<file path="config.mk">
export PLATFORM = sky130hd
export DESIGN_NAME = imem_axil_loader
export DESIGN_NICKNAME = d
export VERILOG_FILES = /design/src/rtl/imem_axil_loader.sv
export SDC_FILE = /design/constraint.sdc
export NUM_CORES = 1
export LEC_CHECK = 0
export CORE_ASPECT_RATIO = 0.7
export CORE_MARGIN = 2
export CORE_UTILIZATION = 50
export CTS_CLUSTER_SIZE = 14
export DETAILED_ROUTE_END_ITERATION = 12
export DONT_BUFFER_PORTS = 1
export PLACE_DENSITY = 0.73
export SETUP_SLACK_MARGIN = 0.05
export SYNTH_ARGS = -nofsm -noshare
export SYNTH_HDL_FRONTEND = slang
export SYNTH_SLANG_ARGS = --single-unit
</file>
<file path="constraint.sdc">
create_clock -name clk -period 3.58 [get_ports clk]
set_input_delay 1.074 -clock clk [delete_from_list [all_inputs] [get_ports clk]]
set_output_delay 1.074 -clock clk [all_outputs]
set_load 0.03 [all_outputs]
</file>
<file path="src/rtl/imem_axil_loader.sv">
// imem_axil_loader
//   AXI4-Lite slave that loads program images into the instruction memory
//   through its write port. It also owns the core-hold control bit and a
//   saturating counter of successfully written words.
//
//   Address map (byte addresses, bits [1:0] ignored):
//     0x000 .. 4*IMEM_WORDS-4  IMEM window (write-only; reads give SLVERR)
//     0x400                    CTRL  bit0 cpu_hold (R/W), bit1 count_clear (W1, reads 0)
//     0x404                    COUNT bits[15:0] accepted IMEM words (read-only)
//     anything else            DECERR
//
//   Handshakes: a transfer on any AXI channel happens on the rising clk edge
//   where both valid and ready are high. The slave holds each valid and its
//   payload stable until ready is seen, and never waits on the master's
//   valid before raising its own ready.
//
// Ports
//   clk, rst                   clock, synchronous active-high reset
//   s_aw*/s_w*/s_b*            AXI4-Lite write address / data / response
//   s_ar*/s_r*                 AXI4-Lite read address / data
//   imem_write_en/addr/data    one-cycle write strobe, word index and data to imem
//   cpu_hold                   1 holds the CPU core in reset
module imem_axil_loader #(
  parameter int ADDR_WIDTH = 12,
  parameter int IMEM_WORDS = 256,
  parameter bit HOLD_RST   = 1'b1
) (
  input  logic                  clk,
  input  logic                  rst,
  input  logic [ADDR_WIDTH-1:0] s_awaddr,
  input  logic                  s_awvalid,
  output logic                  s_awready,
  input  logic [31:0]           s_wdata,
  input  logic [3:0]            s_wstrb,
  input  logic                  s_wvalid,
  output logic                  s_wready,
  output logic [1:0]            s_bresp,
  output logic                  s_bvalid,
  input  logic                  s_bready,
  input  logic [ADDR_WIDTH-1:0] s_araddr,
  input  logic                  s_arvalid,
  output logic                  s_arready,
  output logic [31:0]           s_rdata,
  output logic [1:0]            s_rresp,
  output logic                  s_rvalid,
  input  logic                  s_rready,
  output logic                  imem_write_en,
  output logic [7:0]            imem_write_addr,
  output logic [31:0]           imem_write_data,
  output logic                  cpu_hold
);

  localparam int IDX_W = ADDR_WIDTH - 2;
  localparam logic [IDX_W-1:0] IMEM_LIM  = IDX_W'(IMEM_WORDS);
  localparam logic [IDX_W-1:0] CTRL_IDX  = IDX_W'(32'h100);
  localparam logic [IDX_W-1:0] COUNT_IDX = IDX_W'(32'h101);

  localparam logic [1:0] RESP_OKAY   = 2'b00;
  localparam logic [1:0] RESP_SLVERR = 2'b10;
  localparam logic [1:0] RESP_DECERR = 2'b11;

  typedef enum logic {W_COLLECT, W_RESP} w_state_t;
  typedef enum logic {R_IDLE, R_DATA} r_state_t;

  w_state_t w_state;
  r_state_t r_state;

  logic [ADDR_WIDTH-1:0] aw_addr_q;
  logic                  aw_held;
  logic [31:0]           w_data_q;
  logic [3:0]            w_strb_q;
  logic                  w_held;
  logic [15:0]           count;

  logic                  aw_fire, w_fire;
  logic [ADDR_WIDTH-1:0] addr_eff;
  logic [31:0]           data_eff;
  logic [3:0]            strb_eff;
  logic [IDX_W-1:0]      widx, ridx;
  logic                  do_access, wr_imem, wr_ctrl, wr_full;
  logic                  count_inc, count_clr;
  logic                  unused_addr_lsbs;

  // The access is decoded on the edge where the second of AW/W arrives, so
  // the payload comes from the capture register if already held, otherwise
  // straight from the bus.
  always_comb begin
    aw_fire   = s_awvalid & s_awready;
    w_fire    = s_wvalid & s_wready;
    addr_eff  = aw_held ? aw_addr_q : s_awaddr;
    data_eff  = w_held ? w_data_q : s_wdata;
    strb_eff  = w_held ? w_strb_q : s_wstrb;
    do_access = (w_state == W_COLLECT) & (aw_held | aw_fire) & (w_held | w_fire);
    widx      = addr_eff[ADDR_WIDTH-1:2];
    ridx      = s_araddr[ADDR_WIDTH-1:2];
    wr_imem   = widx < IMEM_LIM;
    wr_ctrl   = widx == CTRL_IDX;
    wr_full   = strb_eff == 4'hF;
    count_inc = do_access & wr_imem & wr_full;
    count_clr = do_access & wr_ctrl & strb_eff[0] & data_eff[1];
  end

  assign unused_addr_lsbs = ^{addr_eff[1:0], s_araddr[1:0]};

  // Write channel FSM
  always_ff @(posedge clk) begin
    if (rst) begin
      w_state         <= W_COLLECT;
      s_awready       <= 1'b0;
      s_wready        <= 1'b0;
      s_bvalid        <= 1'b0;
      s_bresp         <= RESP_OKAY;
      aw_held         <= 1'b0;
      w_held          <= 1'b0;
      aw_addr_q       <= '0;
      w_data_q        <= '0;
      w_strb_q        <= '0;
      imem_write_en   <= 1'b0;
      imem_write_addr <= '0;
      imem_write_data <= '0;
      cpu_hold        <= HOLD_RST;
    end else begin
      imem_write_en <= 1'b0;
      case (w_state)
        W_COLLECT: begin
          if (do_access) begin
            w_state   <= W_RESP;
            s_awready <= 1'b0;
            s_wready  <= 1'b0;
            aw_held   <= 1'b0;
            w_held    <= 1'b0;
            s_bvalid  <= 1'b1;
            if (wr_imem) begin
              if (wr_full) begin
                imem_write_en   <= 1'b1;
                imem_write_addr <= addr_eff[9:2];
                imem_write_data <= data_eff;
                s_bresp         <= RESP_OKAY;
              end else begin
                s_bresp <= RESP_SLVERR;
              end
            end else if (wr_ctrl) begin
              s_bresp <= RESP_OKAY;
              if (strb_eff[0]) cpu_hold <= data_eff[0];
            end else begin
              s_bresp <= RESP_DECERR;
            end
          end else begin
            if (aw_fire) begin
              aw_addr_q <= s_awaddr;
              aw_held   <= 1'b1;
            end
            if (w_fire) begin
              w_data_q <= s_wdata;
              w_strb_q <= s_wstrb;
              w_held   <= 1'b1;
            end
            s_awready <= ~(aw_held | aw_fire);
            s_wready  <= ~(w_held | w_fire);
          end
        end
        W_RESP: begin
          if (s_bready) begin
            w_state   <= W_COLLECT;
            s_bvalid  <= 1'b0;
            s_awready <= 1'b1;
            s_wready  <= 1'b1;
          end
        end
        default: w_state <= W_COLLECT;
      endcase
    end
  end

  // Accepted-word counter; a clear beats a simultaneous increment.
  always_ff @(posedge clk) begin
    if (rst)                                count <= '0;
    else if (count_clr)                     count <= '0;
    else if (count_inc && count != 16'hFFFF) count <= count + 16'd1;
  end

  // Read channel FSM. Registers are sampled before this edge's updates, so a
  // read coinciding with a write sees the old CTRL/COUNT contents.
  always_ff @(posedge clk) begin
    if (rst) begin
      r_state   <= R_IDLE;
      s_arready <= 1'b0;
      s_rvalid  <= 1'b0;
      s_rdata   <= '0;
      s_rresp   <= RESP_OKAY;
    end else begin
      case (r_state)
        R_IDLE: begin
          if (s_arvalid && s_arready) begin
            r_state   <= R_DATA;
            s_arready <= 1'b0;
            s_rvalid  <= 1'b1;
            if (ridx < IMEM_LIM) begin
              s_rdata <= '0;
              s_rresp <= RESP_SLVERR;
            end else if (ridx == CTRL_IDX) begin
              s_rdata <= {31'd0, cpu_hold};
              s_rresp <= RESP_OKAY;
            end else if (ridx == COUNT_IDX) begin
              s_rdata <= {16'd0, count};
              s_rresp <= RESP_OKAY;
            end else begin
              s_rdata <= '0;
              s_rresp <= RESP_DECERR;
            end
          end else begin
            s_arready <= 1'b1;
          end
        end
        R_DATA: begin
          if (s_rready) begin
            r_state   <= R_IDLE;
            s_rvalid  <= 1'b0;
            s_arready <= 1'b1;
          end
        end
        default: r_state <= R_IDLE;
      endcase
    end
  end

endmodule
</file>
==> key figures, run 1 <==
Outcome
  – Status: completed

Clocking
  – Clock tree from TritonCTS: yes
  – Buffers inserted by post-CTS timing repair: 0
  – CTS buffer count: 17
  – Skew-Pair Late Insertion Delay: 400 ps
  – Post-CTS sizing: 0
  – Total of hold buffers inserted after clock tree synthesis: 0
  – Sinks on the clock net: 133
  – Clock tree root driver cell: sky130_fd_sc_hd__clkbuf_16
  – Clock slew seen by the registers of the worst setup and hold paths: 60 ps
  – Maximum level of the CTS H-tree: 4
  – CTS max path bufs: 2

Global routing
  – Total congestion overflow: 0
  – Number of global-route vias before repair: 4155
  – Total GRT Usage: 21.68%
  – Wire length of the first global-routing pass: 20540 um
  – Maximum number of pins on one net before global-route repair: 119
  – Initial antenna violation count: 0

Final layout
  – Share of post-route cells with drive strength above 1: 8.163%
  – Diode count: 0
  – Area overhead of the layout relative to synthesis: 13.27%
  – Number of fillers in the final layout: 957
  – NumNets Final: 692
  – Final Instance Area: 6260 um^2

Logic synthesis
  – Synthesized netlist cell count: 643
  – Post-synthesis instance area: 5527 um^2
  – Number of flip-flops and latches in the synthesized netlist: 133
  – Top cell type's share of synthesized area: 48.18%
  – Cell variety after synth: 45
  – Share of flip-flops with an asynchronous set or reset after synthesis: 0%
  – Most frequent cells after synthesis: sky130_fd_sc_hd__dfxtp_1 (133), sky130_fd_sc_hd__nand2_1 (98), sky130_fd_sc_hd__nor2_1 (74)
  – Main area contributors after synthesis: sky130_fd_sc_hd__dfxtp_1 (48%), sky130_fd_sc_hd__mux2i_1 (7.2%), sky130_fd_sc_hd__nand2_1 (6.7%)
  – Main flop type after synthesis: sky130_fd_sc_hd__dfxtp_1
  – Average cell area after synthesis: 8.595 um^2
  – Leading cell type by number of instances after synthesis: sky130_fd_sc_hd__dfxtp_1
  – Yosys synthesis warning count: 0
  – Share of the yosys chip area belonging to registers: 48.18%
  – Cell accounting for the most synthesized area: sky130_fd_sc_hd__dfxtp_1
  – Number of enable-type register cells in the synthesized netlist: 0

Die
  – Chip Width: 129.7 um
  – Initial standard-cell utilization of the core: 50.75%
  – Floorplan die area: 11920 um^2
  – Cell row count: 32
  – Die Y: 91.96 um
  – Standard cell core area: 10890 um^2
  – Boundary pin count: 150

Critical path
  – Type of origin of the critical path: primary input
  – Data arrival time of the critical path: 3190 ps
  – Setup CP Type: primary input to flip-flop
  – CP Max Fanout: 31
  – Required time at the worst-slack endpoint: 3900 ps
  – Kind of end point of the critical path: flip-flop

Route
  – Number of violations reported at the end of detailed-routing iteration 0: 314
  – Residual antenna-violating net count after detailed routing: 0
  – Detailed Route WL: 12850 um
  – Average routed wire per standard cell: 16.26 um
  – Routed vias/inst: 5.668
  – Routed via count: 4478
  – First-pass iteration count of the detailed router: 5
  – # DRC: 0

Place
  – Routability congestion estimate: 0.7696
  – Placement-stage worst setup slack: 305.2 ps
  – Dpl hpwl: 8607 um
  – Post-place instance area: 5572 um^2
  – Number of buffers added on ports: 0

Pwr
  – Total chip power: 3.764 mW
  – Leakage component of the power: 2.036 nW
  – PD cells: 601.3 nW/um^2
  – IR drop worst, VDD: 305.5 uV

Hold path
  – Worst min-delay path category: flip-flop to flip-flop

STA
  – Actual transition at the worst max-transition pin: 851.4 ps
  – Total setup violations reported at the end of the flow: 0
  – Max Slew Vio Count: 0
  – Relative slew margins: 43.24%
  – Final hold violation count: 0
  – Total Neg Setup Slack: 0 ps
  – Final Hold Slack: 448.5 ps
  – Worst clock skew on the final layout: 7.999 ps
  – Final period util: 80.06%
  – Maximum clock frequency: 0.3489 GHz
  – RSZ-0062 raised after global routing: no
  – Worst Slack Setup Final: 714.0 ps
  – Minimum clock period after layout: 2866 ps

Job
  – Max-cap violations: 0
## cells by family (layout without fill, tap and decap cells)
kind of cell / Yosys count / after routing / share of synthesized area (%)
and+or+nand+nor: 245 / 245 / 20.17
AOI/OAI and AO/OA: 153 / 153 / 17.68
DFF: 133 / 133 / 48.18
buffers and inverters: 67 / 46 / 5.818
muxes: 43 / 43 / 7.856
adders and majority gates: 1 / 1 / 0.2264
other: 1 / 16 / 0.06785
## area by class of cell
| cell class | count | area (um^2) | area share, % |
|---|---|---|---|
| timing repair buffer | 12 | 102.6 | 1.639 |
| clock buffer | 25 | 525.5 | 8.395 |
| clock inverter | 7 | 162.7 | 2.598 |
| multi-input combinational | 458 | 2606 | 41.64 |
| inverter | 2 | 7.507 | 0.1199 |
| sequential | 133 | 2664 | 42.55 |
| tap | 153 | 191.4 | 3.058 |
## stage by stage
stage	std cells	utilization, %
finish	790	57.48
global route	790	57.48
CTS	790	57.48
detailed placement	758	51.16
global placement	758	51.16
floorplan	658	-
## power by group
part           total [mW]  internal (mW)  switching, mW
Clock                1.98           1.37          0.610
Combinational       0.217         0.0790          0.138
Sequential           1.57           1.52         0.0475
## cells in the final DEF (no fill, tap or decap), drive strengths merged, types with 3 or more instances in the layout
cell type	count
nand4	5
o21ai	3
mux2	3
and4	4
nand2	98
mux2i	40
nor4	5
nor3	9
bufinv	5
nand3	16
conb	16
a21oi	71
nor2	74
or3	3
and2	5
a22oi	16
buf	12
a211oi	39
dfxtp	133
o31ai	14
clkbuf	25
or4	15
## metal layers
metal  wire length (um)  GRT usage (%)  part of all wire, %  up-vias
met5                  0              0                    0        -
met4                 63          6.720                 0.49        0
met3               1096          8.460                  8.5        6
met2               5952          33.07                   46      133
met1               5735          28.29                   45     2115
li1                   -              -                    -     2224
## critical path: stages
cell and delay (ps):
sky130_fd_sc_hd__a21oi_1 130, sky130_fd_sc_hd__or4_4 570, sky130_fd_sc_hd__a211o_1 620, sky130_fd_sc_hd__or4_1 630, sky130_fd_sc_hd__a21oi_1 170
## sequential cells by signal, indices dropped and copies added, names as in the netlist, 2 cells and up
name and cells:
aw_addr_q 10, count 16, imem_write_addr 8, imem_write_data 32, s_bresp 2, s_rdata 16
s_rresp 2, w_data_q 32, w_strb_q 4
## path summary, 6_finish.rpt
kind,startpoint,end,slack (ps),depth (start not counted)
setup / recovery,s_awvalid,count[10]$_SDFFE_PP0P_,710,5
hold / removal,w_data_q[11]$_SDFFE_PP0P_,w_data_q[11]$_SDFFE_PP0P_,450,2
setup reg to reg,s_awready$_SDFFE_PP0P_,count[10]$_SDFFE_PP0P_,720,5
hold reg to reg,w_data_q[11]$_SDFFE_PP0P_,w_data_q[11]$_SDFFE_PP0P_,450,2
(Power assumes the default switching activity.)
==> run 2: changes to the inputs <==
- clock period: 3.58 -> 2.65 ns (I/O delays scaled with it)
==> key figures, run 2 (same netlist as run 1, synthesis figures left out) <==
Critical path
  – Data arrival time of the critical path: 2510 ps
  – Depth of the most critical reg-to-reg path: 7
  – Cell Chain, Critical Path: or4_4, buf_4, a2111oi_0, buf_4, a21o_1, buf_12, a21oi_1
  – Cell type of the slowest stage on the worst timing path: sky130_fd_sc_hd__or4_4
  – Required time at the worst-slack endpoint: 2930 ps
  – Capture instance of the worst register-to-register path: count[2]$_SDFFE_PP0P_
  – Reg2reg setup slack: 420 ps
  – Type of origin of the critical path: flip-flop
  – Beginning of the worst register-to-register path: w_state$_SDFF_PP0_
  – Setup CP Type: flip-flop to flip-flop
  – Peak per-stage delay on the critical path: 570 ps
  – Kind of end point of the critical path: flip-flop
  – CP Max Fanout: 16
  – Cell repeated most along the worst path: sky130_fd_sc_hd__buf_4

Die
  – Initial standard-cell utilization of the core: 50.75%
  – Chip Width: 129.7 um
  – Die Y: 91.96 um
  – Boundary pin count: 150
  – Standard cell core area: 10890 um^2
  – Floorplan die area: 11920 um^2
  – Cell row count: 32

STA
  – Max Slew Vio Count: 0
  – Total Neg Setup Slack: 0 ps
  – Relative slew margins: 58.44%
  – Final period util: 84.06%
  – Worst clock skew on the final layout: 7.148 ps
  – RSZ-0062 raised after global routing: no
  – Actual transition at the worst max-transition pin: 621.1 ps
  – Final hold violation count: 0
  – Maximum clock frequency: 0.4489 GHz
  – Minimum clock period after layout: 2228 ps
  – Total setup violations reported at the end of the flow: 0

Place
  – Number of buffers added on ports: 0
  – Dpl hpwl: 8723 um
  – Routability congestion estimate: 0.8215

Pwr
  – IR drop worst, VDD: 502.6 uV
  – Total chip power: 4.761 mW
  – Leakage component of the power: 2.036 nW
  – PD cells: 759.3 nW/um^2

Global routing
  – Number of global-route vias before repair: 4222
  – Wire length of the first global-routing pass: 20900 um
  – Total GRT Usage: 22.23%
  – Initial antenna violation count: 0
  – Maximum number of pins on one net before global-route repair: 119
  – Total congestion overflow: 0

Final layout
  – Diode count: 0
  – Commonest non-fill, non-tap cells in the layout: sky130_fd_sc_hd__dfxtp_1 (132), sky130_fd_sc_hd__nand2_1 (98), sky130_fd_sc_hd__nor2_1 (74)
  – Area overhead of the layout relative to synthesis: 13.45%
  – NumNets Final: 700
  – Top Registers: imem_write_data (32), w_data_q (32)
  – Share of post-route cells with drive strength above 1: 9.317%
  – Number of fillers in the final layout: 959
  – Commonest non-fill, non-tap cell in the layout: sky130_fd_sc_hd__dfxtp_1

Job
  – Max-cap violations: 0

Route
  – First-pass iteration count of the detailed router: 4
  – Number of violations reported at the end of detailed-routing iteration 0: 246
  – Average routed wire per standard cell: 16.18 um
  – Detailed Route WL: 12900 um
  – Routed vias/inst: 5.689
  – Residual antenna-violating net count after detailed routing: 0
  – # DRC: 0
  – Routed via count: 4534

Clocking
  – Maximum level of the CTS H-tree: 4
  – Total of hold buffers inserted after clock tree synthesis: 0
  – Clock tree root driver cell: sky130_fd_sc_hd__clkbuf_16
  – Skew-Pair Late Insertion Delay: 410 ps
  – Clock slew seen by the registers of the worst setup and hold paths: 60 ps
  – CTS max path bufs: 2
  – Buffers inserted by post-CTS timing repair: 0
  – Sinks on the clock net: 133
  – CTS buffer count: 17
  – Post-CTS sizing: 0
  – Clock tree from TritonCTS: yes

Hold path
  – Worst min-delay path category: flip-flop to flip-flop
  – Number of instances on the worst hold path: 2
  – Hold_sp: w_data_q[10]$_SDFFE_PP0P_
  – Hold Path Sink: w_data_q[10]$_SDFFE_PP0P_

Outcome
  – Status: completed
run 2: changes by cell type in the layout (fill, tap and decap cells not counted), moves of 2 or more:
cell                         change
sky130_fd_sc_hd__clkinv_4        +2
sky130_fd_sc_hd__clkinvlp_4      +3
sky130_fd_sc_hd__clkinv_2        +4
sky130_fd_sc_hd__buf_4           +4
sky130_fd_sc_hd__clkbuf_8        -7
sky130_fd_sc_hd__buf_12          +4
sky130_fd_sc_hd__bufinv_16       -2
run 2: worst max-delay path by stage:
stage               cells past startpoint          startpoint                endpoint  slack, ps
finish                                  7  w_state$_SDFF_PP0_   count[2]$_SDFFE_PP0P_        420
global route                            7  w_state$_SDFF_PP0_  count[12]$_SDFFE_PP0P_        260
CTS                                     7  w_state$_SDFF_PP0_   count[2]$_SDFFE_PP0P_        400
detailed placement                      8            s_wvalid   count[2]$_SDFFE_PP0P_          9
global placement                        8            s_wvalid  count[14]$_SDFFE_PP0P_         30
floorplan                               6           s_awvalid  count[15]$_SDFFE_PP0P_         60
run 2: power by group:
part / internal [mW] / switching [mW] / total, mW
clock network: 1.46 / 0.858 / 2.32
registers: 2.06 / 0.0538 / 2.11
logic: 0.124 / 0.204 / 0.328
run 2: critical path: cells and delay by family (launching register included):
family / cells / cell delay [ps]
compound gates: 3 / 610
simple gates: 1 / 570
flops: 1 / 380
buf+inv: 3 / 520
run 2: cell type report:
class / count / area, um^2 / area share [%]
inverter: 2 / 7.507 / 0.1197
multi-input combinational: 458 / 2606 / 41.57
timing repair buffer: 20 / 212.7 / 3.393
sequential: 133 / 2664 / 42.49
tap: 153 / 191.4 / 3.053
clock inverter: 14 / 162.7 / 2.594
clock buffer: 17 / 425.4 / 6.785
run 2: layer usage:
layer	vias to the layer above	global-route usage, %	share of wire [%]
li1	2244	-	-
met1	2129	28.63	45
met5	-	0	0
met3	14	7.993	8.0
met4	0	8.065	1.1
met2	147	34.29	46
run 2: stage by stage:
step / utilization, % / hold slack (ps) / instances / area (um^2) / setup slack [ps]
after floorplan: - / 432.9 / 658 / 5583 / 58.78
after global placement: 52.17 / 433.1 / 766 / 5682 / 31.82
after detailed placement: 52.17 / 441.9 / 766 / 5682 / 9.265
after CTS: 57.57 / 437.3 / 797 / 6270 / 398.8
after global routing: 57.57 / 424.9 / 797 / 6270 / 262.0
final: 57.57 / 451.2 / 797 / 6270 / 422.4
